--- config.mk ---
export PLATFORM = sky130hd
export DESIGN_NAME = muldiv_unit
export DESIGN_NICKNAME = d
export VERILOG_FILES = /design/src/rtl/muldiv_unit.sv
export SDC_FILE = /design/constraint.sdc
export NUM_CORES = 1
export LEC_CHECK = 0
export CAP_MARGIN = 20
export CORE_ASPECT_RATIO = 1.2
export CORE_UTILIZATION = 55
export DETAILED_ROUTE_END_ITERATION = 8
export GPL_TIMING_DRIVEN = 1
export PLACE_DENSITY = 0.83
export SLEW_MARGIN = 20
export SYNTH_ARGS = -nofsm -noshare
export SYNTH_HDL_FRONTEND = slang
export SYNTH_SLANG_ARGS = --single-unit
--- constraint.sdc ---
create_clock -name clk -period 9.75 [get_ports clk]
set_input_delay 2.925 -clock clk [delete_from_list [all_inputs] [get_ports clk]]
set_output_delay 2.925 -clock clk [all_outputs]
set_load 0.01 [all_outputs]
--- src/rtl/muldiv_unit.sv ---
// Iterative multiply / multiply-accumulate / divide / modulo unit.
// Multiplication uses one shift-add bit per cycle and division uses one
// restoring-division bit per cycle, so every operation takes the same fixed
// latency regardless of op or operand values.
// Optional divider: define MULDIV_DIV_EN to build DIV/MOD. Without it, DIV/MOD
// still run the same number of cycles but return zero results, Flags = 3'b011.
//
//   state  | meaning
//   IDLE   | waiting for start; operands captured on the accepting edge
//   CALC   | WIDTH iterations of shift-add or restoring division
//   FINISH | results valid, done pulses for one cycle
module muldiv_unit #(
    parameter int WIDTH = 32
) (
    input  logic                 clk,
    input  logic                 reset,
    input  logic                 start,
    input  logic [1:0]           op,
    input  logic                 Unsigned,
    input  logic [WIDTH-1:0]     a,
    input  logic [WIDTH-1:0]     b,
    input  logic [2*WIDTH-1:0]   c,
    output logic [WIDTH-1:0]     Result,
    output logic [WIDTH-1:0]     Result2,
    output logic                 busy,
    output logic                 done,
    output logic [2:0]           Flags
);

    localparam int CW = $clog2(WIDTH);

    typedef enum logic [1:0] {IDLE, CALC, FINISH} state_t;

    state_t               state_q, state_d;
    logic [CW-1:0]        cnt_q, cnt_d;
    logic                 accept;

    logic [1:0]           op_q;
    logic [WIDTH-1:0]     m_q;        // a magnitude for MUL/MLA, b magnitude for DIV/MOD
    logic [2*WIDTH-1:0]   c_q;
    logic                 neg_res_q;  // product/quotient must be negated
    logic [2*WIDTH-1:0]   prod_q;     // {hi, lo}: product accumulator or {remainder, quotient}

    logic                 a_sgn, b_sgn;
    logic [WIDTH-1:0]     a_mag, b_mag;
    logic [WIDTH:0]       mul_sum;
    logic [2*WIDTH-1:0]   step_d;
    logic [2*WIDTH-1:0]   mul_signed;
    logic [2*WIDTH-1:0]   fin;
    logic                 fin_dz;

`ifdef MULDIV_DIV_EN
    logic [WIDTH-1:0]     a_q;
    logic                 a_neg_q;
    logic                 dz_q;
    logic [WIDTH:0]       shifted;
    logic [WIDTH:0]       trial;
    logic                 ge;
    logic [2*WIDTH-1:0]   div_next;
    logic [WIDTH-1:0]     quo, rem;
`endif

    assign accept = (state_q == IDLE) && start;
    assign busy   = (state_q != IDLE);
    assign done   = (state_q == FINISH);

    // State and iteration counter registers
    always_ff @(posedge clk) begin
        if (reset) begin
            state_q <= IDLE;
            cnt_q   <= '0;
        end else begin
            state_q <= state_d;
            cnt_q   <= cnt_d;
        end
    end

    // Next-state logic; counter runs WIDTH-1 down to 0 during CALC
    always_comb begin
        state_d = state_q;
        cnt_d   = cnt_q;
        case (state_q)
            IDLE: begin
                if (start) begin
                    state_d = CALC;
                    cnt_d   = CW'(WIDTH - 1);
                end
            end
            CALC: begin
                if (cnt_q == '0) state_d = FINISH;
                else             cnt_d   = cnt_q - 1'b1;
            end
            FINISH:  state_d = IDLE;
            default: state_d = IDLE;
        endcase
    end

    // Operand magnitudes and one iteration of the datapath
    always_comb begin
        a_sgn   = !Unsigned && a[WIDTH-1];
        b_sgn   = !Unsigned && b[WIDTH-1];
        a_mag   = a_sgn ? -a : a;
        b_mag   = b_sgn ? -b : b;
        mul_sum = {1'b0, prod_q[2*WIDTH-1:WIDTH]} + (prod_q[0] ? {1'b0, m_q} : '0);
        step_d  = {mul_sum, prod_q[WIDTH-1:1]};
`ifdef MULDIV_DIV_EN
        shifted  = {prod_q[2*WIDTH-1:WIDTH], prod_q[WIDTH-1]};
        trial    = shifted - {1'b0, m_q};
        ge       = (shifted >= {1'b0, m_q});
        div_next = ge ? {trial[WIDTH-1:0], prod_q[WIDTH-2:0], 1'b1}
                      : {shifted[WIDTH-1:0], prod_q[WIDTH-2:0], 1'b0};
        if (op_q[1]) step_d = div_next;
`endif
    end

    // Sign correction and result selection, applied to the final iteration
    always_comb begin
        mul_signed = neg_res_q ? -step_d : step_d;
        fin        = op_q[0] ? (mul_signed + c_q) : mul_signed;
        fin_dz     = 1'b0;
`ifdef MULDIV_DIV_EN
        quo = neg_res_q ? -step_d[WIDTH-1:0] : step_d[WIDTH-1:0];
        rem = a_neg_q ? -step_d[2*WIDTH-1:WIDTH] : step_d[2*WIDTH-1:WIDTH];
        if (dz_q) begin
            quo = '1;
            rem = a_q;
        end
        if (op_q[1]) begin
            fin    = {{WIDTH{1'b0}}, (op_q[0] ? rem : quo)};
            fin_dz = dz_q;
        end
`else
        if (op_q[1]) begin
            fin    = '0;
            fin_dz = 1'b1;
        end
`endif
    end

    // Operand capture, iteration, and result registers
    always_ff @(posedge clk) begin
        if (reset) begin
            op_q      <= '0;
            m_q       <= '0;
            c_q       <= '0;
            neg_res_q <= 1'b0;
            prod_q    <= '0;
            Result    <= '0;
            Result2   <= '0;
            Flags     <= '0;
`ifdef MULDIV_DIV_EN
            a_q       <= '0;
            a_neg_q   <= 1'b0;
            dz_q      <= 1'b0;
`endif
        end else if (accept) begin
            op_q      <= op;
            m_q       <= op[1] ? b_mag : a_mag;
            c_q       <= c;
            neg_res_q <= a_sgn ^ b_sgn;
            prod_q    <= {{WIDTH{1'b0}}, (op[1] ? a_mag : b_mag)};
`ifdef MULDIV_DIV_EN
            a_q       <= a;
            a_neg_q   <= a_sgn;
            dz_q      <= (b == '0);
`endif
        end else if (state_q == CALC) begin
            prod_q <= step_d;
            if (cnt_q == '0) begin
                Result  <= fin[WIDTH-1:0];
                Result2 <= fin[2*WIDTH-1:WIDTH];
                Flags   <= {(op_q[1] ? fin[WIDTH-1] : fin[2*WIDTH-1]),
                            (fin == '0), fin_dz};
            end
        end
    end

endmodule

# Yosys cells after proc, flatten, opt, wreduce, memory -nomap -nowiden
# Cells that the tools add are included.
# W data, S select, Z words.
[op_classes]
n_addsub = 6
n_eq_ne = 5
mux = 18
bitwise = 2
n_reduce_logical = 14
[ops]
columns = ["op", "count"]
rows = [
  ["$mux W32", 7],
  ["$mux W64", 3],
  ["$add A64 B64 Y64", 1],
  ["$logic_not A64 Y1", 1],
  ["$neg A32 Y32", 2],
  ["$neg A64 Y64", 1],
  ["$add A32 B32 Y33", 1],
  ["$mux W5", 2],
  ["$pmux W5 S2", 1],
  ["$ne A2 B2 Y1 const B", 3],
  ["$reduce_and A3 Y1", 2],
  ["$reduce_bool A2 Y1", 3],
  ["$logic_not A5 Y1", 1],
  ["$sub A5 B1 Y5 const B", 1],
  ["$mux W2", 2],
  ["$pmux W2 S2", 1],
  ["$logic_and A1 B1 Y1", 3],
  ["$eq A2 B1 Y1 const B", 1],
  ["$eq A2 B2 Y1 const B", 1],
  ["$logic_not A2 Y1", 1],
  ["$mux W1", 2],
  ["$reduce_and A2 Y1", 1],
  ["$reduce_or A2 Y1", 1],
  ["$logic_not A1 Y1", 1],
  ["other kinds (2)", 2],
]
[word_totals]
register_bits = 237
input_bits = 134
elab_cells = 56

# Longest topological paths before layout
# Gate-level depths: netlist of the first run.
[depth]
ltp_word = 8
depth_mapped = 30
ltp_nobuf = 28

# Worst setup path after synthesis of the first run
# Ideal clock, no wire load.
[synth_timing]
path_type = "register to register"
from = "register prod_q[0]"
to = "register Flags[1]"
setup_time_ns = 0.084
t_arrival_ns = 6.103
required_time_ns = 9.666
slack_ns = 3.563
stages_incl_launch_ff = 30
path_buffers = 2
synth_period_minus_slack_ns = 6.187
cell_sequence = "dfxtp_1 clkbuf_1 and2_1 ha_1 inv_1 fa_1 nor2b_4 o31ai_2 a2111oi_0 nor2_1 xnor2_1 or4_1 or2_1 o21ai_0 xnor2_1 ha_1 clkbuf_1 a21o_1 a21o_1 a21oi_1 o21ai_0 a21o_1 a41o_1 a21o_1 a21oi_1 mux2_2 o211a_1 nor2_1 nand4_1 o31ai_2"
[synth_via]
elab_chain_cells = 8
[synth_lines]
columns = ["item", "line", "source"]
rows = [
  ["from (decl)", "42", "logic [2*WIDTH-1:0] prod_q;"],
  ["from (signal assigned)", "161", "prod_q <= {{WIDTH{1'b0}}, (op[1] ? a_mag : b_mag)};"],
  ["from (signal assigned)", "168", "prod_q <= step_d;"],
  ["$mux W32 *", "104", "mul_sum = {1'b0, prod_q[2*WIDTH-1:WIDTH]} + (prod_q[0] ? {1'b0, m_q} : '0);"],
  ["$add A32 B32 Y33 *", "104", ""],
  ["$neg A64 Y64", "118", "mul_signed = neg_res_q ? -step_d : step_d;"],
  ["$mux W64 *", "118", ""],
  ["$add A64 B64 Y64", "119", "fin = op_q[0] ? (mul_signed + c_q) : mul_signed;"],
  ["$mux W64 *", "119", ""],
  ["$mux W64 *", "133", "if (op_q[1]) begin"],
  ["$logic_not A64 Y1 *", "173", "(fin == '0), fin_dz};"],
  ["to (signal assigned)", "172", "Flags <= {(op_q[1] ? fin[WIDTH-1] : fin[2*WIDTH-1]),"],
  ["to (decl)", "27", "output logic [2:0] Flags"],
]
# Every way passes the cells marked *; elsewhere a longest branch is shown, timed or not.
# A chain may end at the register's enable or synchronous reset.

# Worst setup path in the final report of the first run
# Ends and elaborated chain as after synthesis.

==> results of run 1 <==
[per-stage QoR]
stage	instance area (um^2)	setup slack, ps
after detailed placement	21200	2540
after global routing	22100	1880
after CTS	22100	2470
after floorplan	19100	3560
final	22100	2380
after global placement	21200	2780
[path summary, 6_finish.rpt]
check                  from        to  slack [ps]  depth (start not counted)
setup / recovery  prod_q[0]  Flags[1]        2380                         28
hold / removal      m_q[24]   m_q[24]         450                          2
setup reg to reg  prod_q[0]  Flags[1]        2380                         28
hold reg to reg     m_q[24]   m_q[24]         450                          2
[cells by family (layout without fill, tap and decap cells)]
| family | after synthesis | count (layout) |
|---|---|---|
| AO/OA/AOI/OAI | 833 | 833 |
| XOR/XNOR | 182 | 182 |
| adder cells (fa/ha/maj) | 104 | 104 |
| buffers and inverters | 215 | 310 |
| flip-flops | 237 | 237 |
| multiplexers | 23 | 23 |
| AND/OR/NAND/NOR | 1073 | 1073 |
[sequential cells by signal (all words and copies together), names as in the netlist]
signal and count:
m_q 32, c_q 64, cnt_q 5, Result2 32, op_q 2, Flags 3, prod_q 64, Result 32
state_q 2, neg_res_q 1
[layout by cell type, fill, tap and decap left out, drive strengths merged, types with 22 or more instances in the layout]
master / synthesis / layout
clkbuf: 147 / 30
o211ai: 35 / 35
o21ai: 110 / 110
xor2: 69 / 69
o31ai: 26 / 26
nand4: 32 / 32
xnor2: 113 / 113
nor2: 260 / 260
ha: 102 / 102
a21o: 56 / 56
a211oi: 71 / 71
nor2b: 23 / 23
dfxtp: 237 / 237
a31oi: 22 / 22
clkdlybuf4s50: 0 / 200
and2: 48 / 48
nor3: 54 / 54
a21oi: 330 / 330
inv: 37 / 38
nor4: 28 / 28
o21a: 25 / 25
nand2: 487 / 487
buf: 28 / 22
nand3: 25 / 25
[cell type report]
cell class	count	share of cell area
well taps	456	0.0258
repair buffers	222	0.0980
inverters	40	0.00678
multi-input cells	2215	0.611
clock buffers	30	0.0315
flip-flops and latches	237	0.214
clock inverters	18	0.0121
[critical path, delay by kind of cell (launching register included)]
family | cells | cell delay, ps
multiplexers | 1 | 240
flip-flops | 1 | 840
AND/OR/NAND/NOR | 9 | 1960
XOR/XNOR | 2 | 470
adder cells (fa/ha/maj) | 3 | 1030
buffers and inverters | 1 | 80
AO/OA/AOI/OAI | 12 | 2670
[routing by layer]
metal  vias up  share of wire
met5         -              0
met4         0          0.056
met3       163          0.071
met2       838           0.46
met1      9546           0.41
li1       9736              -
[where the power goes]
part	internal (mW)	leakage, nW	switching, mW	total [mW]
Sequential	1.03	1.94	0.0683	1.10
Combinational	0.340	6.08	0.572	0.912
Clock	0.676	0.468	0.439	1.12
Total	2.04	8.48	1.08	3.12
==> impl_results.md, run 1 <==
- Hold crit path type: register to register
- CP max-delay cell: dfxtp_1
- Seq/Total Area, Yosys: 0.249
- RSZ-0062 raised after global routing: no
- Cell taking the most area after synthesis: dfxtp_1
- Async S/R FF share, synth: 0
- Peak VDD IR: 145 uV
- # port buffers: 202
- Drt wl/cell: a little over 20 um
- M2 GR Usage: 0.605
- Crit share post-route: 0.756
- Post-DP HPWL: between 50 and 60 mm
- PostCTS Resize Cnt: 0
- Worst Path Arrival: 7840 ps
- Final Skew: 12.0 ps
- CTS H-tree depth: 1
- Num CTS Buffers: 27
- Slew Viols, Final: 0
- # IOs: around 200
- Mapped Avg Cell Area: about 7.1 um^2
- Worst slew pin tran: 1110 ps
- Yosys reg bits: roughly 240
- Syn nets: 2905
- Clock-pin slew on the worst setup and hold paths: 60 ps
- WL final: 66.6 mm
- First-pass GRT wire length: 101 mm
- Number of global-route vias before repair: between 15000 and 20000
- Clock tree buffer depth: 3
- PwrDens: 141 nW/um^2
- Synth top area cells: dfxtp_1 (25%), nand2_1 (9.6%), a21oi_1 (8.5%)
- Core area: 34100 um^2
- CTS tree: built
- GPL Wtd Cong: 1.01
- Max stage delay on crit path: between 800 and 900 ps
- Final setup fails: 0
- Peak fanout along the critical path: 33
- Post-Place Cells: between 3000 and 4000
- Grt ovf: 0
- Total GRT Usage: 0.364
- Ys flop type: dfxtp_1
- Die X: 172 um
- Filler cells: around 3100
- Sink Count: 237
- Period minus WS final: 7370 ps
- Synth Area in XOR/XNOR: 0.0836
- Total power: approximately 3.1 mW
- Startpoint Class: register
- CTS Hold Bufs: 0
- FP Rows: 74
- Crit Path Category: register to register
- Post-synth top area share: 0.249
- Final Non-Filler Cells: 3218
- Post-synthesis cell count: 2667
- Area share of fa/ha/maj cells after synthesis: 0.0690
- Nets@finish: between 2000 and 3000
- Util after Layout: 0.650
- Main combinational cell family by area after synthesis: compound AO/OA/AOI/OAI gates
- Status: complete, no violations
- Total Neg Setup Slack: 0 ps
- Slew headroom: 0.260
- MaxCap Viol Count: 0
- Via-per-instance ratio: 6.30
- Largest net degree at the start of global routing: between 100 and 150
- Later-pin clock latency in the skew report: 560 ps
- Compound-Gate Fraction of Synth Area: 0.283
- Number of diodes: 0
- GRT met3 Usage: 0.0519
- Initial Utilization: 0.560
- Worst endpoint required time: between 10000 and 15000 ps
- Final Hold Slack: 449 ps
- Die height: 206 um
- DRT iter0 DRCs: 1785
- Top-count cell post-synth: nand2_1
- First drt pass iteration count: 6
- Leak pwr: 8.48 nW
- Initial antenna violation count: 0
- Mapped cell area: approximately 19000 um^2
- DIE AREA: 35400 um^2
- Final routed DRC violation total: 0
- Yosys warnings: 0
- Hold Vio Cnt, Final: 0
- Yosys cell types: 93
- Area of the multi-input gates: 13500 um^2
- Critical Path End Type: register
- Vias: just over 20000
- Antenna-violating nets left: 0
- Top Usage Layer GRT: met2
- Max Clock Freq: roughly 140 MHz
- Simple-Gate Fraction of Synth Area: 0.259
- Routing usage on met1: 0.451
- Mux cell area share after synthesis: 0.0126
- Root Driver: clkbuf_16
- Fraction of layout cells with a size suffix above 1: 0.0525
- Area grow syn2layout: 16.1%
- Post-synth top cells: nand2_1 (487), a21oi_1 (325), nor2_1 (260), dfxtp_1 (237), clkbuf_1 (146)
- Post-CTS repair timing setup buffer count: 0
- Reg area: 4750 um^2
- EDFF count, synth: 0
Note: power is estimated with default switching activity, not from simulation.
==> inputs of run 2 (changes only) <==
--- a/config.mk
+++ b/config.mk
@@ -7,7 +7,7 @@
 export LEC_CHECK = 0
 export CAP_MARGIN = 20
 export CORE_ASPECT_RATIO = 1.2
-export CORE_UTILIZATION = 55
+export CORE_UTILIZATION = 53
 export DETAILED_ROUTE_END_ITERATION = 8
 export GPL_TIMING_DRIVEN = 1
 export PLACE_DENSITY = 0.83
==> constraint.sdc (replaced) <==
create_clock -name clk -period 6.3 [get_ports clk]
set_input_delay 1.89 -clock clk [delete_from_list [all_inputs] [get_ports clk]]
set_output_delay 1.89 -clock clk [all_outputs]
set_load 0.01 [all_outputs]
==> impl_results.md, run 2 (synthesis gave the netlist of run 1 again) <==
- Status: complete, no violations
- Startpoint Class: register
- M1 WL: 29.3 mm
- Comb power frac: 0.314
- Largest net degree at the start of global routing: 87
- Crit Path Category: register to register
- Util after Layout: 0.674
- Number of global-route vias before repair: 19739
- Grt ovf: 0
- Switch share: 0.349
- WL final: 69.8 mm
- Most frequent cells in the layout: nand2_1 (484), a21oi_1 (318), nor2_1 (258)
- Final Skew: 25.4 ps
- Clk pwr share: 0.348
- Final Hold Slack: around 450 ps
- Worst path top cell family by delay: compound AO/OA/AOI/OAI gates
- Final routed DRC violation total: 0
- Flop pwr share: 0.338
- Psw: 1.74 mW
- Leak pwr: 9.32 nW
- Total power: ~5 mW
- # IOs: approximately 200
- Max stage delay on crit path: 590 ps
- Slew headroom: 0.320
- PwrDens: 210 nW/um^2
- # port buffers: between 200 and 250
- Initial Utilization: 0.542
- DIE AREA: 36700 um^2
- Period minus WS final: 6130 ps
- Biggest regs: c_q x64, prod_q x64
- Drt wl/cell: 20.7 um
- Area grow syn2layout: 24.3%
- Clock tree buffer depth: 3
- Met3 Routed Length: 4.91 mm
- Hold crit path type: register to register
- Antenna-violating nets left: 0
- DRT iter0 DRCs: 1968
- CTS H-tree depth: 1
- Slew Viols, Final: 0
- Via-per-instance ratio: 6.22
- Root Driver: clkbuf_16
- Post-DP HPWL: 53.5 mm
- RSZ-0062 raised after global routing: yes
- Bufs and invs on worst path: 4
- Core area: 35200 um^2
- Met2 Routed Length: 32.4 mm
- FP Rows: 75
- Num CTS Buffers: 27
- Max Clock Freq: about 160 MHz
- Critical Path End Type: register
- Most common cell after layout, fill and taps aside: nand2_1
- Worst slew pin tran: 1020 ps
- Sink Count: between 200 and 250
- Peak VDD IR: 261 uV
- Final Non-Filler Cells: 3374
- Clock-pin slew on the worst setup and hold paths: 70 ps
- Final setup fails: 0
- Crit share post-route: 0.973
- Internal cell power: 3.24 mW
- Total GRT Usage: 0.367
- Number of diodes: 0
- CP max-delay cell: xor2_1
- Later-pin clock latency in the skew report: approximately 570 ps
- Hold Vio Cnt, Final: 0
- Peak fanout along the critical path: 8
- Worst endpoint required time: 6790 ps
- CTS tree: built
- First-pass GRT wire length: 107 mm
- MaxCap Viol Count: 0
- DR top layer: met4
- Fraction of layout cells with a size suffix above 1: 0.125
- Initial antenna violation count: 1
- First drt pass iteration count: 5
- Post-Place Cells: 3314
- Die height: 210 um
- Worst Path Arrival: 6620 ps
- Most used cell, CP: buf_4
- Nets@finish: 3131
- Vias: 20985
- Die X: around 180 um
- GPL Wtd Cong: 1.03
==> run 2: path summary, 6_finish.rpt <==
check	startpoint	end	slack [ps]	cells after the start
worst max-delay path	prod_q[0]	Flags[1]	170	25
worst min-delay path	m_q[28]	m_q[28]	450	2
worst max register to register	prod_q[0]	Flags[1]	170	25
worst min register to register	m_q[28]	m_q[28]	450	2
==> run 2: final cells by class <==
cell class | count | area, um^2
sequential | 237 | 4750
inverter | 40 | 153
fill | 3052 | 11500
clock inverter | 18 | 246
tap | 462 | 578
clock buffer | 30 | 707
timing repair buffer | 372 | 3300
multi-input combinational | 2215 | 14000
==> run 2: routing by layer <==
metal	GRT usage	up-vias
li1	-	10032
met3	0.0426	166
met5	0	-
met2	0.607	910
met4	0.165	0
met1	0.477	9877
==> run 2: power by group through the flow <==
stage               clock network [mW]  registers [mW]  logic (mW)
floorplan                            0            1.68       0.953
global placement                     0            1.71        1.46
detailed placement                   0            1.71        1.48
CTS                               1.75            1.68        1.49
global route                      1.81            1.69        1.69
finish                            1.73            1.68        1.56
==> run 2: repair_timing <==
item | in CTS | in global routing
pin swaps | 0 | 42
gates cloned | 0 | 1
hold buffers | 0 | 0
setup buffers | 0 | 11
endpoints found under the setup margin | 7 | 9
resized for setup | 5 | 89
==> run 2: metrics by stage <==
| step | setup WS (ps) | TNS [ps] | instance area (um^2) |
|---|---|---|---|
| detailed placement | -197 | -697 | 22200 |
| CTS | 15.7 | 0 | 23200 |
| finish | 169 | 0 | 23700 |
| global route | -70.7 | -117 | 23700 |
| global placement | -153 | -261 | 22200 |
| floorplan | 113 | 0 | 19100 |
==> run 2: worst register-to-register path, cell delays in order, from the launching register on <==
cell and delay, ps:
dfxtp_2 350, buf_2 170, and2_1 180, ha_4 220
buf_4 150, or3_1 360, a221oi_2 250, a31o_2 180
o2111ai_1 260, o31ai_1 350, xor2_1 590, ha_1 450
a21o_1 220, nand3_1 80, o211a_1 170, o31ai_1 90
xnor2_1 140, a22o_1 270, nor4_1 320, buf_4 160
and4_1 210, nand4_1 160, nor4bb_1 320, buf_4 160
nand4_1 80, o31ai_2 210
